--- config.mk ---
export PLATFORM = sky130hd
export DESIGN_NAME = banco_registradores
export DESIGN_NICKNAME = d
export VERILOG_FILES = /design/src/rtl/banco_registradores_pkg.sv /design/src/rtl/banco_registradores.sv
export SDC_FILE = /design/constraint.sdc
export NUM_CORES = 1
export LEC_CHECK = 0
export ABC_CLOCK_PERIOD_IN_PS = 4300
export CAP_MARGIN = 10
export CORE_ASPECT_RATIO = 2
export CORE_MARGIN = 1.5
export CORE_UTILIZATION = 55
export CTS_CLUSTER_SIZE = 40
export DETAILED_ROUTE_END_ITERATION = 10
export HOLD_SLACK_MARGIN = 0.06
export PLACE_DENSITY = 0.81
export SYNTH_ARGS = -nofsm -noshare
export SYNTH_HDL_FRONTEND = slang
export SYNTH_SLANG_ARGS = --single-unit
--- constraint.sdc ---
create_clock -name Clock -period 4.3 [get_ports Clock]
set_input_delay 0.86 -clock Clock [delete_from_list [all_inputs] [get_ports Clock]]
set_output_delay 0.86 -clock Clock [all_outputs]
set_load 0.005 [all_outputs]
--- src/rtl/banco_registradores_pkg.sv ---
// Package: pkg_processador
// Shared constants for the single-cycle datapath register file.
//   LARGURA_ENDERECO_REG : width of a register address
//   N_REGS               : number of architectural registers
//   REG_ZERO             : address of the hardwired-zero register
//   LARGURA_CONTADOR     : width of the committed-write counter
package pkg_processador;

   localparam int unsigned LARGURA_ENDERECO_REG = 3;
   localparam int unsigned N_REGS               = 8;
   localparam logic [LARGURA_ENDERECO_REG-1:0] REG_ZERO = 3'd0;
   localparam int unsigned LARGURA_CONTADOR     = 16;

endpackage

--- src/rtl/banco_registradores.sv ---
// Module: banco_registradores
// Register file of the single-cycle datapath: 8 registers, R0 hardwired to zero.
// Two combinational read ports (optional write-to-read bypass), one debug read port
// (never bypassed), one synchronous write port, and a counter of committed writes.
// Ports:
//   Clock             rising-edge clock
//   Reset             asynchronous, active-low; clears registers and counter
//   EscritaHabilitada write enable
//   EnderecoEscrita   write address (from the destination mux)
//   DadoEscrita       write data
//   EnderecoLeitura1  read address, port 1
//   EnderecoLeitura2  read address, port 2
//   Dado1 / Dado2     read data, ports 1 and 2
//   EnderecoDebug     debug read address
//   DadoDebug         debug read data, stored value only
//   ContagemEscritas  committed-write count, wraps at 16 bits
module banco_registradores #(
   parameter int unsigned         LARGURA     = 8,
   parameter int unsigned         N_REGS      = pkg_processador::N_REGS,
   parameter bit                  BYPASS      = 1'b1,
   parameter logic [LARGURA-1:0]  VALOR_RESET = '0
) (
   input  logic                                              Clock,
   input  logic                                              Reset,
   input  logic                                              EscritaHabilitada,
   input  logic [pkg_processador::LARGURA_ENDERECO_REG-1:0]  EnderecoEscrita,
   input  logic [LARGURA-1:0]                                DadoEscrita,
   input  logic [pkg_processador::LARGURA_ENDERECO_REG-1:0]  EnderecoLeitura1,
   input  logic [pkg_processador::LARGURA_ENDERECO_REG-1:0]  EnderecoLeitura2,
   output logic [LARGURA-1:0]                                Dado1,
   output logic [LARGURA-1:0]                                Dado2,
   input  logic [pkg_processador::LARGURA_ENDERECO_REG-1:0]  EnderecoDebug,
   output logic [LARGURA-1:0]                                DadoDebug,
   output logic [pkg_processador::LARGURA_CONTADOR-1:0]      ContagemEscritas
);

   import pkg_processador::*;

   typedef logic [LARGURA_ENDERECO_REG-1:0] endereco_t;
   typedef logic [LARGURA-1:0]              dado_t;

   // Flops rather than RAM: needs reset and three independent read ports.
   dado_t                         regs_q [N_REGS];
   logic [LARGURA_CONTADOR-1:0]   contagem_q;
   logic                          escrita_valida;

   // Writes to R0 are discarded and not counted.
   assign escrita_valida = EscritaHabilitada && (EnderecoEscrita != REG_ZERO);

   always_ff @(posedge Clock or negedge Reset) begin
      if (!Reset) begin
         for (int i = 0; i < N_REGS; i++) begin
            regs_q[i] <= (i == 0) ? '0 : VALOR_RESET;
         end
         contagem_q <= '0;
      end else if (escrita_valida) begin
         regs_q[EnderecoEscrita] <= DadoEscrita;
         contagem_q              <= contagem_q + 1'b1;
      end
   end

   // Read mux shared by both operand ports: R0 forces zero, then bypass, then storage.
   function automatic dado_t ler(input endereco_t end_leitura,
                                 input dado_t     armazenado,
                                 input logic      valida,
                                 input endereco_t end_escrita,
                                 input dado_t     dado_escrita);
      if (end_leitura == REG_ZERO) begin
         return '0;
      end else if (BYPASS && valida && (end_leitura == end_escrita)) begin
         return dado_escrita;
      end else begin
         return armazenado;
      end
   endfunction

   assign Dado1 = ler(EnderecoLeitura1, regs_q[EnderecoLeitura1], escrita_valida,
                      EnderecoEscrita, DadoEscrita);
   assign Dado2 = ler(EnderecoLeitura2, regs_q[EnderecoLeitura2], escrita_valida,
                      EnderecoEscrita, DadoEscrita);

   assign DadoDebug        = (EnderecoDebug == REG_ZERO) ? '0 : regs_q[EnderecoDebug];
   assign ContagemEscritas = contagem_q;

   // Undefined address lines during a write are illegal.
   a_endereco_definido : assert property (
      @(posedge Clock) disable iff (!Reset)
      EscritaHabilitada |-> !$isunknown({EnderecoEscrita, EnderecoLeitura1, EnderecoLeitura2})
   ) else $error("banco_registradores: X/Z on address lines during write");

endmodule

==> flow_summary.yaml <==
outcome:
  status: "finished, final reports clean"
placement:
  place_congestion: 0.887
  port_buffers: 62
  dpl.hpwl_microns: 9070
setup_path:
  path_class: "in -> out"
  ff2ff_path_depth: 5
  startpoint_type: "primary input"
  path_common_cell: "clkdlybuf4s50_1"
  r2r_end: "ContagemEscritas[12]"
  critPathBufInv: 2
  reg2reg_from: "ContagemEscritas[0]"
  critical_path_arrival_ns: 3.11
  crit_chain: "clkdlybuf4s50_1, nor3_1, o21bai_1, a21oi_1, clkdlybuf4s50_1"
  crit_fanout: 8
  cp_top_family: "buffers and inverters"
  r2r_slack_ns: 2.54
  endpoint_kind: "output port"
  max_stage_delay_ns: 0.94
  slowest_stage: "nor3_1"
  worstPathRequired_ns: 3.44
synth:
  ys_warn_count: 0
  synth-seq-cells: 80
  syn_area_per_cell_sq_um: 13.0
  synth_ff_type: "dfrtp_1"
  synth_edf_count: 0
  synth_area_sq_mm: 0.00496
  synth.distinct_cells: 35
  syn_inst: 382
  ys_seq_area_frac: 0.404
  syn_nets: 406
  async_flop_share: 1.00
floorplanning:
  core_area_sq_mm: 0.00871
  io_pins: 63
  die_h_microns: 137
  fp.dieW_microns: 70.1
  initial_core_util: 0.569
  rows: 48
  dieArea_sq_mm: 0.00963
sta:
  timing.fmax_mhz: 252
  setup_viol: 0
  hold_ws_ns: 0.428
  period_needed_ns: 3.97
  maxSlewViolCount: 0
  period_share: 0.924
  hold_viol: 0
  worst_pin_slew_ns: 1.10
  fin_setup_tns_ns: 0
  finalClockSkew_ns: 0.00696
  rsz0062_at_grt: "no"
  maxSlewHeadroom: 0.262
clock_tree:
  root_buffer: "clkbuf_16"
  cts_resized: 0
  cts_buffers: 9
  clock-sinks: 80
  postCtsHoldBufs: 0
  clk_pin_slew_worst_paths_ns: 0.06
  insertion_delay_ns: 0.34
  clock_path_buffers: 2
  cts_max_level: 3
  post-cts-setup-buffers: 0
  cts_tree: "built"
grt:
  grt.met3_usage: 0.0380
  antenna_found_initial: 0
  globalRoute.busiestLayer: "met2"
  grt_pass1_wl_microns: 21000
  globalRouteOverflowTotal: 0
  grt.met2_usage: 0.513
  grt_use_met1: 0.341
  grt_max_degree: 81
  groute.usage.overall: 0.290
  grt_pass1_vias: 3856
power_and_ir_drop:
  switchingPower_uw: 751
  p_per_area_mw_per_mm2: 445
  peakVddDrop_v: 0.000273
  comb_power_share: 0.289
  power.internal_uw: 1940
  clockPowerShare: 0.307
  pwr-share-seq: 0.405
  p_sw_frac: 0.279
  leakagePower_uw: 0.00255
  p_total_uw: 2690
cells_and_area:
  antenna_cells: 0
  fin_nets: 470
  syn_to_final_growth_pct: 22.2
  drive_above_1_share: 0.322
worst_hold_path:
  hold_path_depth: 0
  min_path_type: "reg -> reg"
  whs_endpoint: "regs_q[58]"
  hold_start: "regs_q[58]"
flow_run:
  maxCapViolCount: 0
drt:
  drt_iter0_markers: 348
  wl_microns: 12900
  first_pass_iters: 5
  avgRoutedWirePerCell_microns: 23.5
  ant_nets: 0
  viasPerCell: 6.65
  route.detailed.drc: 0
  routed-via-count: 3659
## per-layer routing
layer | share of wire | wire, microns
met4 | 0.036 | 463
met2 | 0.54 | 6960
met1 | 0.37 | 4760
met3 | 0.058 | 752
met5 | 0 | 0
## layout by cell type, fill, tap and decap left out, types with 8 or more instances in the layout
master           Yosys  final
xnor2_1             16     16
mux2_2              64     64
mux2i_1             24     24
a21oi_1              9      9
nand2_1             21     21
a221oi_1             8      8
clkdlybuf4s50_1      0     61
buf_4                2     23
o21bai_1             8      8
dfrtp_1             80     80
nor2_1              19     19
clkbuf_16            0      9
o21ai_0             16     16
mux4_1               8      8
mux4_2              32     32
nor2b_1              8      8
## final cells by class
class	instances	area [sq um]
sequential	80	2000
inverter	2	7.51
clock inverter	3	65.1
clock buffer	12	256
timing repair buffer	86	823
multi-input combinational	267	2780
tap	100	125
fill	616	2650
## cells in the mapped netlist, types with 4 or more instances
library cell	n	area, sq um
xnor2_1	16	140
mux2_2	64	721
a21oi_1	9	45.0
nor3_1	4	20.0
dfrtp_1	80	2000
nand2_1	21	78.8
nand4_1	5	31.3
clkbuf_1	13	48.8
buf_2	15	75.1
o21bai_1	8	60.1
nor2_1	19	71.3
a221oi_1	8	70.1
mux4_2	32	721
mux4_1	8	210
mux2i_1	24	240
nor2b_1	8	50.1
xor2_1	5	43.8
o21ai_0	16	80.1
## worst max-delay path by stage
| stage | from | endpoint | slack (ns) | depth (start not counted) |
|---|---|---|---|---|
| after floorplan | EnderecoLeitura1[0] | Dado1[6] | 1.38 | 5 |
| after global placement | EnderecoLeitura2[0] | Dado2[1] | 0.36 | 7 |
| after detailed placement | EnderecoLeitura1[1] | Dado1[7] | 0.36 | 5 |
| after CTS | EnderecoLeitura2[0] | Dado2[4] | 0.33 | 7 |
| after global routing | EnderecoLeitura1[1] | Dado1[7] | 0.18 | 5 |
| final | EnderecoLeitura1[1] | Dado1[7] | 0.33 | 5 |
## power groups by stage
stage	clock, uW	sequential (uW)	combinational, uW
6_report	826	1090	777
5_1_grt	867	1110	840
4_1_cts	844	1080	784
3_5_place_dp	0	1100	778
3_3_place_gp	0	1080	755
2_1_floorplan	0	1030	470
## registers in the layout (all words and copies together) (netlist names)
register and flops:
regs_q 64, ContagemEscritas 16
## metrics by stage
| stage | instance area [sq um] | setup slack [ns] | util | cells |
|---|---|---|---|---|
| finish | 6060 | 0.328 | 0.696 | 550 |
| CTS | 6060 | 0.329 | 0.696 | 550 |
| detailed placement | 5740 | 0.363 | 0.659 | 535 |
| global route | 6060 | 0.183 | 0.696 | 550 |
| global placement | 5740 | 0.362 | 0.659 | 535 |
| floorplan | 4960 | 1.38 | - | 382 |
## logic make-up after synthesis
group / count (synthesis) / share of synthesized area
mux: 128 / 0.382
simple gates: 74 / 0.0813
compound gates: 43 / 0.0558
xor+xnor: 21 / 0.0371
fa+ha+maj: 1 / 0.00252
flops: 80 / 0.404
buf+inv: 35 / 0.0381
No activity file was read; power rests on OpenSTA's default activity.
